==> config.mk <==
export PLATFORM = sky130hd
export DESIGN_NAME = mips_multicycle_ctrl
export DESIGN_NICKNAME = d
export VERILOG_FILES = /design/src/rtl/mips_ctrl_pkg.sv /design/src/rtl/mips_decoder.sv /design/src/rtl/mips_multicycle_ctrl.sv
export SDC_FILE = /design/constraint.sdc
export NUM_CORES = 1
export LEC_CHECK = 0
export BUFFER_PORTS_ARGS = -buffer_cell sky130_fd_sc_hd__buf_2
export CAP_MARGIN = 20
export CORE_UTILIZATION = 46
export DETAILED_ROUTE_END_ITERATION = 12
export PLACE_DENSITY = 0.83
export SLEW_MARGIN = 15
export SYNTH_ARGS = -nofsm -noshare
export SYNTH_HDL_FRONTEND = slang
export SYNTH_SLANG_ARGS = --single-unit
==> constraint.sdc <==
create_clock -name clk -period 1.9 [get_ports clk]
set_input_delay 0.19 -clock clk [delete_from_list [all_inputs] [get_ports clk]]
set_output_delay 0.19 -clock clk [all_outputs]
set_load 0.1 [all_outputs]
==> src/rtl/mips_ctrl_pkg.sv <==
// Shared definitions for the multi-cycle MIPS control sequencer.
// Latency: n/a (types and constants only).
// Backpressure: n/a.
// Contents: opcode/funct constants, ALU control encodings, FSM state enum,
//           and the static control bundle produced by the decoder.
package mips_ctrl_pkg;

  // Primary opcodes [31:26]
  localparam logic [5:0] OP_RTYPE = 6'h00;
  localparam logic [5:0] OP_ADDI  = 6'h08;
  localparam logic [5:0] OP_LW    = 6'h23;
  localparam logic [5:0] OP_SW    = 6'h2B;

  // R-type funct field [5:0]
  localparam logic [5:0] FN_ADD = 6'h20;
  localparam logic [5:0] FN_SUB = 6'h22;
  localparam logic [5:0] FN_AND = 6'h24;
  localparam logic [5:0] FN_OR  = 6'h25;
  localparam logic [5:0] FN_NOR = 6'h27;
  localparam logic [5:0] FN_SLT = 6'h2A;

  // ALU operation select, must match the datapath ALU
  localparam logic [3:0] ALU_AND = 4'b0000;
  localparam logic [3:0] ALU_OR  = 4'b0001;
  localparam logic [3:0] ALU_ADD = 4'b0010;
  localparam logic [3:0] ALU_SUB = 4'b0110;
  localparam logic [3:0] ALU_SLT = 4'b0111;
  localparam logic [3:0] ALU_NOR = 4'b1100;

  typedef enum logic [2:0] {
    S_IDLE   = 3'd0,
    S_DECODE = 3'd1,
    S_EXEC   = 3'd2,
    S_MEM    = 3'd3,
    S_WB     = 3'd4,
    S_DONE   = 3'd5
  } state_e;

  // Per-instruction control bundle. mem_read/mem_write/reg_write here are
  // "this instruction needs it" flags; the FSM turns them into timed strobes.
  typedef struct packed {
    logic       reg_dst;
    logic       alu_src;
    logic [3:0] alu_ctrl;
    logic       mem_read;
    logic       mem_write;
    logic       mem_to_reg;
    logic       reg_write;
  } ctrl_t;

endpackage

==> src/rtl/mips_decoder.sv <==
// Maps opcode/funct to the static control bundle plus an illegal flag.
// Latency: purely combinational.
// Backpressure: none.
// Ports: opcode, funct, rt, rd in; ctrl (bundle), illegal out.
module mips_decoder
  import mips_ctrl_pkg::*;
(
  input  logic [5:0] opcode,
  input  logic [5:0] funct,
  input  logic [4:0] rt,
  input  logic [4:0] rd,
  output ctrl_t      ctrl,
  output logic       illegal
);

  logic [4:0] dest;

  always_comb begin
    ctrl    = '0;
    illegal = 1'b0;
    dest    = 5'd0;

    case (opcode)
      OP_RTYPE: begin
        ctrl.reg_write = 1'b1;
        case (funct)
          FN_ADD:  ctrl.alu_ctrl = ALU_ADD;
          FN_SUB:  ctrl.alu_ctrl = ALU_SUB;
          FN_AND:  ctrl.alu_ctrl = ALU_AND;
          FN_OR:   ctrl.alu_ctrl = ALU_OR;
          FN_NOR:  ctrl.alu_ctrl = ALU_NOR;
          FN_SLT:  ctrl.alu_ctrl = ALU_SLT;
          default: illegal = 1'b1;
        endcase
      end
      OP_ADDI: begin
        ctrl.reg_dst   = 1'b1;
        ctrl.alu_src   = 1'b1;
        ctrl.alu_ctrl  = ALU_ADD;
        ctrl.reg_write = 1'b1;
      end
      OP_LW: begin
        ctrl.reg_dst    = 1'b1;
        ctrl.alu_src    = 1'b1;
        ctrl.alu_ctrl   = ALU_ADD;
        ctrl.mem_read   = 1'b1;
        ctrl.mem_to_reg = 1'b1;
        ctrl.reg_write  = 1'b1;
      end
      OP_SW: begin
        ctrl.alu_src   = 1'b1;
        ctrl.alu_ctrl  = ALU_ADD;
        ctrl.mem_write = 1'b1;
      end
      default: illegal = 1'b1;
    endcase

    // Illegal instructions must not leak any control into the datapath.
    if (illegal) begin
      ctrl = '0;
    end

    // Writes to $0 are dropped; the instruction still retires normally.
    dest = ctrl.reg_dst ? rt : rd;
    if (dest == 5'd0) begin
      ctrl.reg_write = 1'b0;
    end
  end

endmodule

==> src/rtl/mips_multicycle_ctrl.sv <==
// Multi-cycle control sequencer: accepts one instruction, drives datapath controls.
// Latency: R/addi done at +4, lw at +4+MEM_WAIT, sw at +3+MEM_WAIT from acceptance.
// Backpressure: instrReady only in IDLE; instrValid is ignored elsewhere.
// Ports: clk, rst_n; instrIn/instrValid/instrReady handshake; instruction to
//        datapath; RegDst, ALUSrc, ALUCtrl, MemRead, MemWrite, MemtoReg,
//        RegWrite controls; done/illegalInstr pulses; retiredCount.
module mips_multicycle_ctrl
  import mips_ctrl_pkg::*;
#(
  parameter int MEM_WAIT    = 1,
  parameter int COUNT_WIDTH = 16
) (
  input  logic                   clk,
  input  logic                   rst_n,
  input  logic [31:0]            instrIn,
  input  logic                   instrValid,
  output logic                   instrReady,
  output logic [31:0]            instruction,
  output logic                   RegDst,
  output logic                   ALUSrc,
  output logic [3:0]             ALUCtrl,
  output logic                   MemRead,
  output logic                   MemWrite,
  output logic                   MemtoReg,
  output logic                   RegWrite,
  output logic                   done,
  output logic                   illegalInstr,
  output logic [COUNT_WIDTH-1:0] retiredCount
);

  localparam logic [3:0] MEM_LAST = 4'(MEM_WAIT - 1);

  state_e                 state_q, state_d;
  logic [31:0]            instr_q;
  ctrl_t                  ctrl_q, ctrl_d;
  ctrl_t                  dec_ctrl;
  logic                   dec_illegal;
  logic [3:0]             mem_cnt_q, mem_cnt_d;
  logic                   accept;
  logic                   mem_read_q, mem_read_d;
  logic                   mem_write_q, mem_write_d;
  logic                   reg_write_q, reg_write_d;
  logic                   done_q, done_d;
  logic                   illegal_q, illegal_d;
  logic [COUNT_WIDTH-1:0] retired_q, retired_d;

  // Decode straight off instrIn so the bundle is registered on acceptance
  // and already stable during the DECODE cycle.
  mips_decoder u_decoder (
    .opcode  (instrIn[31:26]),
    .funct   (instrIn[5:0]),
    .rt      (instrIn[20:16]),
    .rd      (instrIn[15:11]),
    .ctrl    (dec_ctrl),
    .illegal (dec_illegal)
  );

  assign accept = (state_q == S_IDLE) && instrValid;

  always_comb begin
    state_d     = state_q;
    mem_cnt_d   = 4'd0;
    ctrl_d      = ctrl_q;
    illegal_d   = 1'b0;
    retired_d   = retired_q;

    case (state_q)
      S_IDLE:   if (instrValid) state_d = S_DECODE;
      S_DECODE: state_d = illegal_q ? S_IDLE : S_EXEC;
      S_EXEC:   state_d = (ctrl_q.mem_read || ctrl_q.mem_write) ? S_MEM : S_WB;
      S_MEM: begin
        if (mem_cnt_q == MEM_LAST) begin
          state_d = ctrl_q.mem_read ? S_WB : S_DONE;
        end else begin
          mem_cnt_d = mem_cnt_q + 4'd1;
        end
      end
      S_WB:     state_d = S_DONE;
      S_DONE:   state_d = S_IDLE;
      default:  state_d = S_IDLE;
    endcase

    if (accept) begin
      ctrl_d    = dec_ctrl;
      illegal_d = dec_illegal;
    end else if (state_d == S_IDLE) begin
      ctrl_d = '0;
    end

    // Strobes are computed for the upcoming state and registered, so each
    // one leaves a flop as a clean pulse while static controls are already
    // stable from DECODE onward.
    mem_read_d  = ctrl_q.mem_read && ((state_d == S_MEM) || (state_d == S_WB));
    mem_write_d = ctrl_q.mem_write && (state_d == S_MEM) && (state_q != S_MEM);
    reg_write_d = ctrl_q.reg_write && (state_d == S_WB);
    done_d      = (state_d == S_DONE);

    if (done_d) begin
      retired_d = retired_q + {{(COUNT_WIDTH-1){1'b0}}, 1'b1};
    end
  end

  always_ff @(posedge clk or negedge rst_n) begin
    if (!rst_n) begin
      state_q     <= S_IDLE;
      instr_q     <= 32'd0;
      ctrl_q      <= '0;
      mem_cnt_q   <= 4'd0;
      mem_read_q  <= 1'b0;
      mem_write_q <= 1'b0;
      reg_write_q <= 1'b0;
      done_q      <= 1'b0;
      illegal_q   <= 1'b0;
      retired_q   <= '0;
    end else begin
      state_q     <= state_d;
      if (accept) begin
        instr_q <= instrIn;
      end
      ctrl_q      <= ctrl_d;
      mem_cnt_q   <= mem_cnt_d;
      mem_read_q  <= mem_read_d;
      mem_write_q <= mem_write_d;
      reg_write_q <= reg_write_d;
      done_q      <= done_d;
      illegal_q   <= illegal_d;
      retired_q   <= retired_d;
    end
  end

  assign instrReady   = (state_q == S_IDLE);
  assign instruction  = instr_q;
  assign RegDst       = ctrl_q.reg_dst;
  assign ALUSrc       = ctrl_q.alu_src;
  assign ALUCtrl      = ctrl_q.alu_ctrl;
  assign MemtoReg     = ctrl_q.mem_to_reg;
  assign MemRead      = mem_read_q;
  assign MemWrite     = mem_write_q;
  assign RegWrite     = reg_write_q;
  assign done         = done_q;
  assign illegalInstr = illegal_q;
  assign retiredCount = retired_q;

endmodule

==> results of run 1 <==
==> sequential cells by signal, indices dropped and copies added (netlist names), 3 cells and up <==
name	flops
retiredCount	16
ALUCtrl	4
instruction	32
mem_cnt_q	4
state_q	3
ctrl_q	3
==> critical path, stage by stage (launching register included) <==
cell and delay, ps:
dfrtp_1 390, inv_1 60, ha_2 180, nor3b_4 160, a21o_1 200, a221o_2 510
buf_4 180, xnor2_1 110
==> per-stage QoR <==
step	setup WS, ps	utilization
2_1_floorplan	-150.5	-
3_3_place_gp	65.62	0.5852
3_5_place_dp	-17.55	0.5852
4_1_cts	34.60	0.6193
5_1_grt	-84.53	0.6254
6_report	5.696	0.6254
==> per-layer routing <==
metal  routed length (um)  vias up  part of all wire
li1                     -     1265                 -
met5                    0        -                 0
met1                 3018     1236              0.44
met3                  396       11             0.058
met2                 3304       73              0.48
met4                  105        0             0.015
==> cell families (layout without fill, tap and decap cells) <==
family	count (synthesis)	in the layout	synth area share
flops	69	69	0.5594
mux	1	1	0.003243
simple gates	176	176	0.2667
compound gates	32	32	0.07094
fa+ha+maj	3	3	0.01216
buf+inv	22	136	0.03972
xor+xnor	16	16	0.04783
==> synthesized netlist by cell type (all sizes together) (2+ instances only) <==
cell type / number
nor3: 11
and3b: 2
and2: 3
or4: 2
xor2: 10
o21ai: 9
a221o: 2
nand4: 3
a21oi: 6
ha: 3
nor2b: 3
clkbuf: 6
inv: 6
o31ai: 4
nand2: 120
nor4b: 2
nand3: 7
buf: 10
nor2: 12
xnor2: 6
a21o: 3
a22o: 2
or3: 2
dfrtp: 69
==> worst max-delay path by stage <==
stage            startpoint                to  slack (ps)  cells after the start
5_1_grt        mem_cnt_q[0]   retiredCount[8]         -80                      7
3_5_place_dp   mem_cnt_q[0]  retiredCount[14]         -20                      7
2_1_floorplan    state_q[0]    instruction[0]        -150                      6
3_3_place_gp      ctrl_q[3]   retiredCount[8]          70                      5
6_report       mem_cnt_q[0]   retiredCount[2]           6                      7
4_1_cts        mem_cnt_q[0]  retiredCount[14]          30                      7
==> timing repair <==
item / CTS / global route
pin swaps: 0 / 6
setup buffers: 0 / 3
gates resized for setup: 1 / 5
hold buffers: 1 / 0
setup endpoints to repair: 2 / 11
endpoints found under the hold margin: 30 / 0
==> final cells by class <==
class                      instances  area [um2]  area share
multi-input combinational        228        1309      0.3259
timing repair buffer             114       635.6      0.1583
tap                               77       96.34     0.02399
clock inverter                     6       70.07     0.01745
sequential                        69        1745      0.4346
inverter                           6       22.52    0.005607
clock buffer                      10       137.6     0.03427
==> results.md, run 1 <==
- Setup total negative slack: 0 ps
- Worst EP arrival: 2130 ps
- Cell Rows: 29
- TritonCTS clock tree: built
- Worst-skew pair later-pin latency: 340 ps
- Mapped Cells: ~320
- Pre-antenna DRT Iters: 8
- Die Span Y: 83.92 um
- Starting Density: 0.4806
- Yosys reg bits: around 70
- Antenna diode count: 0
- Fmax: approximately 530 MHz
- Warnings, synthesis: 0
- Number of synthesized flops with an enable pin: 0
- DP Area: 0.003759 mm2
- Outcome: finished, violations left
- R2r endpoint: retiredCount[2]
- Yosys top cell area share: 0.5594
- Commonest non-fill, non-tap cells in the layout: nand2_1, buf_2, dfrtp_1
- CP max FO: 8
- Clock slew at reported path FFs: roughly 80 ps
- Vias post-DR: between 2000 and 3000
- Total die area: 0.007042 mm2
- Commonest non-fill, non-tap cell in the layout: nand2_1
- First-pass GRT wire length: between 10000 and 15000 um
- CP required: ~2100 ps
- Core area: 0.006422 mm2
- Syn_nets: 357
- Post-Syn Area per Cell: 9.676 um2
- Final Slew Violations: 0
- Clock tree buffer depth: 2
- Port buffer count: 95
- Slew HR: 0.5205
- Drc violations: 4
- Hold Path End: instruction[9]
- RSZ-0062 raised after global routing: true
- Max cap viols: 0
- Hold wc startpoint: instrIn[9]
- Die X: between 80 and 90 um
- Hold depth: 3
- Hold Vio Cnt, Final: 0
- Wire length per cell: around 13 um
- H-tree levels: 3
- Iter 0 DRT Violations: 140
- Critical path class: register to register
- Gr usage total: 0.2173
- Initial antenna violation count: 0
- RR Startpoint: mem_cnt_q[0]
- Sink Count: slightly below 70
- Worst r2r path cells: 7
- Fillcell total: 530
- Worst min path class: primary input to register
- Grt total ovfl: 0
- Largest net degree at the start of global routing: 35
- Period minus WS final: approximately 1900 ps
- Total CTS buffers: 9
- Worst setup SP type: register
- Met2 usage: 0.3592
- Failing checks: DRC
- Period utilization: 0.9970
- Ys flop type: dfrtp_1
- Via density: ~5.1
- Post-Layout Cell Count: 510
- Synth-to-Final Area Change: 30.12%
- Share of async-settable or async-resettable flops after synthesis: 1.000
- Final Cell Area: 0.004016 mm2
- Routed Antenna Nets: 0
- Critical Path End Type: register
- Nets: 466
- Slew @ Worst Pin: 719.2 ps
- Gr busiest metal: met2
- Largest area contributor in the netlist: dfrtp_1
- GR met3 Demand/Resource: 0.06133
- Gpl congestion: between 0.7 and 0.8
- Layout cells sized above 1: 0.3788
- Vias in the first global route: 2625
- Met1 Use GR: 0.2682
- Final HPWL DP: 4960 um
- Clock skew: 9.584 ps
- Total Wirelength: 6825 um
- Mapped Area: 0.003087 mm2
- Synth cell types: about 50
- Dpl cells: about 500
- # setup viols final: 0
- CTS root buf: clkbuf_8
- Top Ports: 96
- Reg2reg setup slack: approximately 5.7 ps
- Synth area leaders: dfrtp_1, nand2_1, xor2_1
- Final hold slack: 31.59 ps
- Post-synthesis sequential area ratio: 0.5594
Power of run 1 is left out: the tool's default activity adds up to more than one toggle a clock period on the data nets, which glitch-free logic cannot reach.
==> run 2, diff against run 1 <==
- CORE_ASPECT_RATIO: unset -> 0.75
==> run 2 against run 1 <==
The flow finishes with violations (setup timing). Clock skew decreased by 3.0 ps. First-iteration DRC count decreased by 14%. Highest routed layer unchanged. Sequential share of layout area decreased by 0.74 points. Die area about the same. Via count increased by 3.0%. Wire length increased by 14%. Cell count increased by 1.4%. Worst setup slack got worse by 78 ps. Core utilization increased by 1.5 points.
==> results.md, run 2 (synthesis results as in run 1) <==
- Synth-to-Final Area Change: 32.47%
- Clock skew: 6.583 ps (-3.001 ps)
- Grt total ovfl: 0 (unchanged)
- Max cap viols: 0 (unchanged)
- Gpl congestion: 0.8053 (+1.4%)
- Top Ports: 96 (unchanged)
- Pre-antenna DRT Iters: 4 (-4)
- CP required: 2140 ps (about the same)
- Critical path class: register to register
- Die X: 96.59 um (+15%)
- Antenna diode count: 0 (unchanged)
- Starting Density: 0.4837 (+0.003110)
- Vias post-DR: 2662 (+3.0%)
- Final hold slack: 16.44 ps (-15.15 ps)
- Via density: 5.149 (+1.6%)
- Bufs and invs on worst path: 2 (unchanged)
- Failing checks: setup timing
- Drc violations: 0 (-4)
- Dpl cells: 493 (+0.61%)
- Multi-input logic area: 0.001335 mm2 (+2.0%)
- Slew @ Worst Pin: 675.4 ps (-43.83 ps)
- Clock tree buffer depth: 2 (unchanged)
- Iter 0 DRT Violations: 120 (-14%)
- Slew HR: 0.5467 (+0.02620)
- Period minus WS final: 1973 ps (+78.30 ps)
- Critical Path End Type: register
- Final worst slack: -72.60 ps (-78.30 ps)
- Layout cells sized above 1: 0.3853 (+0.006568)
- Critical Path, Cell by Cell: inv_1 -> ha_1 -> nor3b_4 -> nand2_2 -> buf_4 -> a32o_2 -> or3_4 -> xnor2_2
- Setup total negative slack: -256.9 ps (-256.9 ps)
- Commonest non-fill, non-tap cells in the layout: nand2_1, buf_2, dfrtp_1
- Clock slew at reported path FFs: 80 ps (about the same)
- Period utilization: 1.038 (+0.04121)
- Nets: 469 (+0.64%)
- Routed Antenna Nets: 0 (unchanged)
- Worst EP arrival: 2220 ps (+90 ps)
- Total Wirelength: 7754 um (+14%)
- RSZ-0062 raised after global routing: true
- CTS root buf: clkbuf_8
- Vias in the first global route: 2672 (+1.8%)
- Wire length per cell: 15.00 um (+12%)
- Gr usage total: 0.2407 (+0.02344)
- Worst-skew pair later-pin latency: 360 ps (+20 ps)
- Commonest non-fill, non-tap cell in the layout: nand2_1
- Worst min path class: primary input to register
- Sink Count: 69 (unchanged)
- Fillcell total: 548 (+3.4%)
- Total CTS buffers: 9 (unchanged)
- Hold Vio Cnt, Final: 0 (unchanged)
- Slowest CP cell: dfrtp_1
- Port buffer count: 95 (unchanged)
- Total die area: 0.007045 mm2 (about the same)
- CP max FO: 4 (-4)
- Largest register FFs: 32 (unchanged)
- Final HPWL DP: 5417 um (+9.2%)
- H-tree levels: 3 (unchanged)
- Reg2reg setup slack: -70 ps (-80 ps)
- Register Area: 0.001747 mm2 (about the same)
- # setup viols final: 9 (+9)
- Outcome: finished, violations left
- Post-Layout Cell Count: 517 (+1.4%)
- Final Slew Violations: 0 (unchanged)
- Core area: 0.006381 mm2 (-0.64%)
- CP delay by family, top: simple AND/OR/NAND/NOR gates
- Initial antenna violation count: 0 (unchanged)
- TritonCTS clock tree: built
- CP peak stage delay: 390 ps (-120 ps)
- Die Span Y: 72.94 um (-13%)
- Largest net degree at the start of global routing: 35 (unchanged)
- Worst setup SP type: register
- First-pass GRT wire length: 12480 um (+4.1%)
- Cell Rows: 25 (-14%)
- Fmax: 506.9 MHz (-4.0%)
-- run 2: worst reg2reg max path, cell delays in order, from the launching register on --
cell and delay (ps):
dfrtp_1 390, inv_1 70, ha_1 170, nor3b_4 270
nand2_2 90, buf_4 140, a32o_2 240, or3_4 340
xnor2_2 130
-- run 2: per-stage QoR --
step | utilization | instance area, um2 | setup slack [ps]
2_1_floorplan | - | 3196 | -150.5
3_3_place_gp | 0.5886 | 3756 | 69.34
3_5_place_dp | 0.5886 | 3756 | -75.73
4_1_cts | 0.6276 | 4005 | 11.18
5_1_grt | 0.6408 | 4089 | -133.4
6_report | 0.6408 | 4089 | -72.60
-- run 2: path summary, 6_finish.rpt --
kind | startpoint | to | cells after the start
max | mem_cnt_q[0] | retiredCount[5] | 8
min | instrIn[8] | instruction[8] | 3
max reg2reg | mem_cnt_q[0] | retiredCount[5] | 8
min reg2reg | mem_cnt_q[0] | mem_cnt_q[0] | 1
max in group asynchronous | rst_n | retiredCount[11] | 3
min in group asynchronous | rst_n | retiredCount[3] | 2
-- run 2: layer usage --
metal | up-vias | GRT usage | wire [um] | part of all wire
li1 | 1269 | - | - | -
met5 | - | 0 | 0 | 0
met1 | 1290 | 0.3139 | 3495 | 0.45
met3 | 14 | 0.06667 | 417 | 0.054
met2 | 89 | 0.3818 | 3712 | 0.48
met4 | 0 | 0.09641 | 129 | 0.017
-- run 2: final cells by class --
cell class | count | share of cell area
Sequential cell | 69 | 0.4272
Multi-Input combinational cell | 228 | 0.3265
Timing Repair Buffer | 117 | 0.1619
Clock buffer | 12 | 0.04039
Tap cell | 81 | 0.02479
Clock inverter | 4 | 0.01316
Inverter | 6 | 0.006120
-- run 2: repair_timing --
action / 4_1_cts / 5_1_grt
setup buffers: 2 / 5
pin swaps: 0 / 9
endpoints found under the setup margin: 10 / 13
hold buffers: 1 / 0
gates resized for setup: 3 / 10
hold endpoints to repair: 14 / 0
Power of run 2 is left out for the same reason.
